File: config.mk
export PLATFORM = sky130hd
export DESIGN_NAME = ibex_cluster_tl_arb
export DESIGN_NICKNAME = d
export VERILOG_FILES = /design/src/rtl/ibex_cluster_pkg.sv /design/src/rtl/ibex_cluster_rr_arb.sv /design/src/rtl/prim_fifo_sync.sv /design/src/rtl/ibex_cluster_tl_arb.sv
export SDC_FILE = /design/constraint.sdc
export NUM_CORES = 1
export LEC_CHECK = 0
export CAP_MARGIN = 20
export CORE_AREA = 2 2 196 198
export DETAILED_ROUTE_END_ITERATION = 8
export DIE_AREA = 0 0 198 200
export PLACE_DENSITY = 0.41
export SLEW_MARGIN = 20
export SYNTH_ARGS = -nofsm -noshare
export SYNTH_HDL_FRONTEND = slang
export SYNTH_HIERARCHICAL = 1
export SYNTH_SLANG_ARGS = --single-unit
File: constraint.sdc
create_clock -name clk_i -period 4.5 [get_ports clk_i]
set_clock_uncertainty 0.1 [all_clocks]
set_input_delay 0.675 -clock clk_i [delete_from_list [all_inputs] [get_ports clk_i]]
set_output_delay 0.675 -clock clk_i [all_outputs]
set_load 0.01 [all_outputs]
File: src/rtl/ibex_cluster_pkg.sv
// Shared types for the Ibex cluster TL-UL arbiter.
// TL-UL bundles, host index type and round-robin pick helper.
package ibex_cluster_pkg;

  localparam int unsigned NumHostsDefault = 2;
  localparam int unsigned DepthDefault    = 4;
  localparam int unsigned MaxHosts        = 32;
  localparam int unsigned MaxHostIdW      = 5;

  typedef logic [MaxHostIdW-1:0] host_id_t;

  typedef enum logic [2:0] {
    PutFullData    = 3'h0,
    PutPartialData = 3'h1,
    Get            = 3'h4
  } tl_a_op_e;

  typedef enum logic [2:0] {
    AccessAck     = 3'h0,
    AccessAckData = 3'h1
  } tl_d_op_e;

  typedef struct packed {
    logic        a_valid;
    tl_a_op_e    a_opcode;
    logic [2:0]  a_param;
    logic [1:0]  a_size;
    logic [7:0]  a_source;
    logic [31:0] a_address;
    logic [3:0]  a_mask;
    logic [31:0] a_data;
    logic [6:0]  a_cmd_intg;
    logic [6:0]  a_data_intg;
    logic        d_ready;
  } tl_h2d_t;

  typedef struct packed {
    logic        d_valid;
    tl_d_op_e    d_opcode;
    logic [2:0]  d_param;
    logic [1:0]  d_size;
    logic [7:0]  d_source;
    logic        d_sink;
    logic [31:0] d_data;
    logic [6:0]  d_rsp_intg;
    logic [6:0]  d_data_intg;
    logic        d_error;
    logic        a_ready;
  } tl_d2h_t;

  // First requester at or above ptr, wrapping at n; ptr if none.
  function automatic host_id_t rr_pick(
    input logic [MaxHosts-1:0] req,
    input host_id_t            ptr,
    input int unsigned         n
  );
    host_id_t win;
    host_id_t idx;
    logic     found;
    win   = ptr;
    found = 1'b0;
    for (int unsigned k = 0; k < MaxHosts; k++) begin
      idx = host_id_t'((32'(ptr) + k) % n);
      if (k < n && !found && req[idx]) begin
        win   = idx;
        found = 1'b1;
      end
    end
    return win;
  endfunction

endpackage

File: src/rtl/ibex_cluster_rr_arb.sv
// Round-robin host selection with grant lock.
// Lock holds the winner while the device stalls the A channel.
module ibex_cluster_rr_arb
  import ibex_cluster_pkg::*;
#(
  parameter int unsigned NumHosts = NumHostsDefault,
  parameter int unsigned HostIdW  = 1
) (
  input  logic               clk_i,
  input  logic               rst_i,
  input  logic [NumHosts-1:0] valid_i,
  input  logic [NumHosts-1:0] en_i,
  input  logic               hs_i,
  input  logic               stall_i,
  output logic [NumHosts-1:0] req_o,
  output logic [HostIdW-1:0] winner_o
);

  logic [HostIdW-1:0] ptr_q, ptr_d;
  logic [HostIdW-1:0] lock_id_q, lock_id_d;
  logic               lock_q, lock_d;
  logic [HostIdW-1:0] pick;

  assign req_o = valid_i & en_i;
  assign pick  = HostIdW'(rr_pick(MaxHosts'(req_o),
                                  host_id_t'(ptr_q), NumHosts));

  always_comb begin
    winner_o  = lock_q ? lock_id_q : pick;
    ptr_d     = ptr_q;
    lock_d    = lock_q;
    lock_id_d = lock_id_q;
    if (hs_i) begin
      lock_d = 1'b0;
      ptr_d  = (winner_o == HostIdW'(NumHosts - 1)) ?
               '0 : winner_o + HostIdW'(1);
    end else if (stall_i) begin
      lock_d    = 1'b1;
      lock_id_d = winner_o;
    end
  end

  always_ff @(posedge clk_i) begin
    if (rst_i) begin
      ptr_q     <= '0;
      lock_q    <= 1'b0;
      lock_id_q <= '0;
    end else begin
      ptr_q     <= ptr_d;
      lock_q    <= lock_d;
      lock_id_q <= lock_id_d;
    end
  end

endmodule

File: src/rtl/prim_fifo_sync.sv
// Synchronous FIFO with optional empty pass-through.
// Occupancy reported on depth_o.
module prim_fifo_sync #(
  parameter int unsigned Width = 1,
  parameter bit          Pass  = 1'b0,
  parameter int unsigned Depth = 4,
  localparam int unsigned CntW = $clog2(Depth + 1)
) (
  input  logic             clk_i,
  input  logic             rst_i,
  input  logic             wvalid_i,
  output logic             wready_o,
  input  logic [Width-1:0] wdata_i,
  output logic             rvalid_o,
  input  logic             rready_i,
  output logic [Width-1:0] rdata_o,
  output logic [CntW-1:0]  depth_o
);

  localparam int unsigned PtrW = (Depth > 1) ? $clog2(Depth) : 1;

  logic [Width-1:0] mem_q [Depth];
  logic [PtrW-1:0]  wptr_q, wptr_d;
  logic [PtrW-1:0]  rptr_q, rptr_d;
  logic [CntW-1:0]  cnt_q, cnt_d;
  logic             empty, full, bypass, push, pop;

  assign empty    = (cnt_q == '0);
  assign full     = (cnt_q == CntW'(Depth));
  assign wready_o = ~full;
  assign rvalid_o = ~empty | (Pass & wvalid_i);
  assign rdata_o  = (Pass && empty) ? wdata_i : mem_q[rptr_q];
  assign depth_o  = cnt_q;

  assign bypass = Pass & empty & wvalid_i & rready_i;
  assign push   = wvalid_i & ~full & ~bypass;
  assign pop    = rready_i & ~empty;

  always_comb begin
    wptr_d = wptr_q;
    rptr_d = rptr_q;
    cnt_d  = cnt_q;
    if (push) begin
      wptr_d = (wptr_q == PtrW'(Depth - 1)) ? '0 : wptr_q + PtrW'(1);
    end
    if (pop) begin
      rptr_d = (rptr_q == PtrW'(Depth - 1)) ? '0 : rptr_q + PtrW'(1);
    end
    if (push && !pop) begin
      cnt_d = cnt_q + CntW'(1);
    end else if (!push && pop) begin
      cnt_d = cnt_q - CntW'(1);
    end
  end

  always_ff @(posedge clk_i) begin
    if (rst_i) begin
      wptr_q <= '0;
      rptr_q <= '0;
      cnt_q  <= '0;
    end else begin
      wptr_q <= wptr_d;
      rptr_q <= rptr_d;
      cnt_q  <= cnt_d;
    end
  end

  always_ff @(posedge clk_i) begin
    if (push) begin
      mem_q[wptr_q] <= wdata_i;
    end
  end

endmodule

File: src/rtl/ibex_cluster_tl_arb.sv
// N-host to 1-device TL-UL arbiter for a multi-hart Ibex cluster.
// In-order responses are steered back via a tag FIFO of host indices.
module ibex_cluster_tl_arb
  import ibex_cluster_pkg::*;
#(
  parameter int unsigned NumHosts = NumHostsDefault,
  parameter int unsigned Depth    = DepthDefault
) (
  input  logic                clk_i,
  input  logic                rst_i,
  input  logic [NumHosts-1:0] host_en_i,
  input  tl_h2d_t             host_tl_h_i [NumHosts],
  output tl_d2h_t             host_tl_h_o [NumHosts],
  output tl_h2d_t             dev_tl_h_o,
  input  tl_d2h_t             dev_tl_h_i,
  output logic                busy_o,
  output logic                err_o
);

  localparam int unsigned HostIdW = (NumHosts > 1) ? $clog2(NumHosts) : 1;
  localparam int unsigned CntW    = $clog2(Depth + 1);

  logic [NumHosts-1:0] valid, req;
  logic [HostIdW-1:0]  winner, head;
  logic [CntW-1:0]     occ;
  logic                fifo_wready, fifo_rvalid;
  logic                full, empty, a_vld, hs, stall, pop;
  logic                busy_q, err_q;

  always_comb begin
    for (int i = 0; i < NumHosts; i++) begin
      valid[i] = host_tl_h_i[i].a_valid;
    end
  end

  ibex_cluster_rr_arb #(
    .NumHosts (NumHosts),
    .HostIdW  (HostIdW)
  ) u_rr_arb (
    .clk_i    (clk_i),
    .rst_i    (rst_i),
    .valid_i  (valid),
    .en_i     (host_en_i),
    .hs_i     (hs),
    .stall_i  (stall),
    .req_o    (req),
    .winner_o (winner)
  );

  assign full  = ~fifo_wready;
  assign empty = ~fifo_rvalid;
  assign a_vld = req[winner] & ~full;
  assign hs    = a_vld & dev_tl_h_i.a_ready;
  assign stall = a_vld & ~dev_tl_h_i.a_ready;
  assign pop   = dev_tl_h_i.d_valid & host_tl_h_i[head].d_ready;

  prim_fifo_sync #(
    .Width (HostIdW),
    .Pass  (1'b0),
    .Depth (Depth)
  ) u_tag_fifo (
    .clk_i    (clk_i),
    .rst_i    (rst_i),
    .wvalid_i (hs),
    .wready_o (fifo_wready),
    .wdata_i  (winner),
    .rvalid_o (fifo_rvalid),
    .rready_i (pop),
    .rdata_o  (head),
    .depth_o  (occ)
  );

  always_comb begin
    dev_tl_h_o         = host_tl_h_i[winner];
    dev_tl_h_o.a_valid = a_vld;
    dev_tl_h_o.d_ready = empty ? 1'b1 : host_tl_h_i[head].d_ready;
  end

  always_comb begin
    for (int i = 0; i < NumHosts; i++) begin
      host_tl_h_o[i] = dev_tl_h_i;
      host_tl_h_o[i].a_ready = (HostIdW'(i) == winner) &
                               dev_tl_h_i.a_ready & ~full;
      host_tl_h_o[i].d_valid = (HostIdW'(i) == head) &
                               dev_tl_h_i.d_valid & ~empty;
    end
  end

  // Beats arriving with no outstanding tag are sunk and flagged.
  always_ff @(posedge clk_i) begin
    if (rst_i) begin
      busy_q <= 1'b0;
      err_q  <= 1'b0;
    end else begin
      busy_q <= (occ != '0);
      err_q  <= dev_tl_h_i.d_valid & empty;
    end
  end

  assign busy_o = busy_q;
  assign err_o  = err_q;

endmodule

==> results.py <==
metrics = {
    "outcome": {
        "status": "completed",
    },
    "yosys": {
        "synth-edff-count": 4,
        "yosysUniqueCellTypes": 37,
        "synthTopCellsByArea": "mux2_4 38%, buf_4 28%, dfxtp_1 8.1%",
        "ys_ff_latch": 18,
        "synth_top_area_share_pct": 38.4,
        "syn-mean-instance-area_um2": 10.5,
        "yosys-top-cells-count": "129 x buf_4, 88 x mux2_4, 14 x dfxtp_1, 10 x buf_6, 10 x mux2_2",
        "synth_top_area_cell": "mux2_4",
        "netlist_area_mm2": 0.00344,
        "ys_seq_area_share_pct": 11.6,
        "synthArstFlopShare_pct": 0,
        "synth_ff_type": "dfxtp_1",
        "synth_nets": 606,
        "ys_warn_count": 6,
        "netlist_instances": 329,
        "synth.most_common_cell": "buf_4",
    },
    "power": {
        "clockPowerShare_pct": 12.2,
        "power_frac_comb_pct": 73.5,
        "internal_power_w": 0.00109,
        "power_per_cell_area_mw_per_mm2": 252,
        "switchingPower_w": 0.000497,
        "pwr-share-seq_pct": 14.3,
        "ir_drop_uv": 112,
        "power.leakage_nw": 2.40,
        "switching_share_pct": 31.4,
        "power_w": 0.00159,
    },
    "die": {
        "num_rows": 71,
        "dieHeight_um": 200,
        "core_area_mm2": 0.0374,
        "design.die.area_mm2": 0.0396,
        "initial_core_util_pct": 9.20,
        "io_pins": 504,
        "die_w_um": 198,
    },
    "setup_path": {
        "worst_path_max_delay_cell": "clkdlybuf4s50_1",
        "timing.rr.end": "u_tag_fifo/depth_o[2]$_SDFFE_PP0P_",
        "worstPathBufferInverterCount": 4,
        "critPathCaptureType": "primary output",
        "cp_cell_sequence": "clkdlybuf4s50_1, a21boi_0, a211oi_2, a21oi_4, buf_12, buf_12, mux2_4, clkdlybuf4s50_1",
        "crit_family": "buffers and inverters",
        "crit_type": "in -> out",
        "cp-start-kind": "input pin",
        "rr_startpoint": "u_rr_arb/ptr_q$_SDFFE_PP0P_",
        "crit_required_ps": 3720,
        "crit_fanout": 32,
        "critPathMaxStageDelay_ps": 490,
        "arrival_ps": 3190,
        "rrSetupSlack_ps": 1460,
        "rr_worst_depth": 12,
    },
    "place": {
        "port_buffers": 311,
        "globalplace.congestion": 0.761,
        "pre_cts_slack_ps": 527,
        "dp.cells": 1017,
        "dpl.hpwl_mm": 11.6,
    },
    "cts": {
        "clk_path_buf_depth": 2,
        "clockRootBuffer": "clkbuf_16",
        "htree_levels": 1,
        "clock_latency_ps": 240,
        "holdBufCountCts": 0,
        "numClockSinks": 18,
        "path_clk_slew_ps": 50,
        "cts_buffers": 3,
        "ctsResizeCount": 0,
        "cts_tree": "done",
        "cts_setup_buffers": 0,
    },
    "grt": {
        "grtUsageMet3_pct": 4.02,
        "grt.busiest_layer": "met2",
        "grt_usage_pct": 5.88,
        "use_met1_pct": 6.80,
        "first_global_vias": 2792,
        "grtUsageMet2_pct": 9.35,
        "grt_pass1_wl_mm": 17.6,
        "antenna_found_initial": 0,
        "grt_start_max_net_pins": 33,
        "grt_remaining_overflow": 0,
    },
    "sta": {
        "hold_viol": 0,
        "relSlewSlack_pct": 63.5,
        "rsz0062_at_grt": "false",
        "fin_crit_ps": 3970,
        "finalCritPeriodShare_pct": 88.2,
        "worst_slack_ps": 533,
        "worst_pin_slew_ps": 543,
        "setup_tns_ps": 0,
        "finalMaxSlewViolations": 0,
        "fmax_mhz": 252,
        "setup-violations-final": 0,
    },
    "finish": {
        "num_antenna_cells": 0,
        "multiInputGateArea_mm2": 0.00194,
        "drive_above_1_share_pct": 23.9,
        "utilization_pct": 16.8,
        "fillers": 4143,
        "finish.net_count": 788,
        "fin_cells": 1021,
        "area.growth.synth_to_final_pct": 83.0,
        "register_area_um2": 400,
    },
    "detailed_routing": {
        "wl_per_cell_um": 12.9,
        "vias": 2885,
        "ant_nets": 0,
        "drc": 0,
        "firstDrtPassIters": 4,
        "routed_via_density": 2.83,
        "routed_wl_mm": 13.2,
        "drtIter0Drc": 51,
    },
    "job": {
        "maxCapViolations": 0,
    },
    "min_path": {
        "whs_path_depth": 2,
        "hp-start": "u_tag_fifo/rptr_q[0]$_SDFFE_PP0P_",
        "worst_hold_path.endpoint": "u_tag_fifo/rptr_q[0]$_SDFFE_PP0P_",
        "hold_class": "reg -> reg",
    },
}
## how the worst max path moves through the flow
stage	from	end	depth (start not counted)
3_5_place_dp	host_tl_h_i[199]	dev_tl_h_o[10]	8
3_3_place_gp	host_tl_h_i[199]	dev_tl_h_o[22]	8
5_1_grt	host_tl_h_i[199]	dev_tl_h_o[22]	8
6_report	host_tl_h_i[199]	dev_tl_h_o[22]	8
2_1_floorplan	host_tl_h_i[199]	u_tag_fifo/depth_o[2]$_SDFFE_PP0P_	13
4_1_cts	host_tl_h_i[199]	dev_tl_h_o[53]	8
## cell usage in the layout, fill, tap and decap left out, drive strengths merged, types with 4 or more instances in the layout
master,n
clkdlybuf4s50,311
mux2,98
dfxtp,14
nor2,8
buf,8
inv,6
ha,6
and3,6
mux2i,5
a21oi,5
nand2,4
edfxtp,4
clkbuf,4
## power groups by stage
stage               clock [W]  combinational (W)  sequential (W)
finish               0.000194            0.00116        0.000227
global route         0.000210            0.00125        0.000234
CTS                  0.000200            0.00119        0.000228
detailed placement          0            0.00118        0.000231
global placement            0            0.00119        0.000232
floorplan                   0           0.000723        0.000228
## per-stage QoR
| stage | cell area [um^2] | hold slack (ps) |
|---|---|---|
| floorplan | 3440 | 363 |
| global placement | 6210 | 384 |
| detailed placement | 6210 | 396 |
| CTS | 6300 | 404 |
| global route | 6300 | 436 |
| finish | 6300 | 392 |
## routing by layer
| metal | up-vias | part of all wire (%) |
|---|---|---|
| met5 | - | 0 |
| met4 | 0 | 0 |
| met3 | 0 | 17 |
| met2 | 279 | 43 |
| met1 | 1255 | 40 |
| li1 | 1351 | - |
## kinds of logic (layout without fill, tap and decap cells)
family                     after synthesis  in the layout  share of synthesized area (%)
buffers and inverters                  148            329                           32.5
muxes                                  104            104                           43.8
and+or+nand+nor                         37             37                           6.22
DFF                                     18             18                           11.6
AOI/OAI and AO/OA                       13             13                           2.65
adders and majority gates                7              7                           2.76
xor gates and xnor gates                 2              2                          0.509
## worst min-delay path, delay by kind of cell (launching register included)
family / cells / cell delay [ps]
DFF: 1 / 320
AOI/OAI and AO/OA: 1 / 70
and+or+nand+nor: 1 / 50
## final cells by class
cell class	instances	area share (%)
Multi-Input combinational cell	163	30.7
Sequential cell	18	6.36
Timing Repair Buffer	319	51.0
Inverter	6	0.358
Tap cell	511	10.2
Clock buffer	4	1.41
Power figures use the tool's default switching activity.
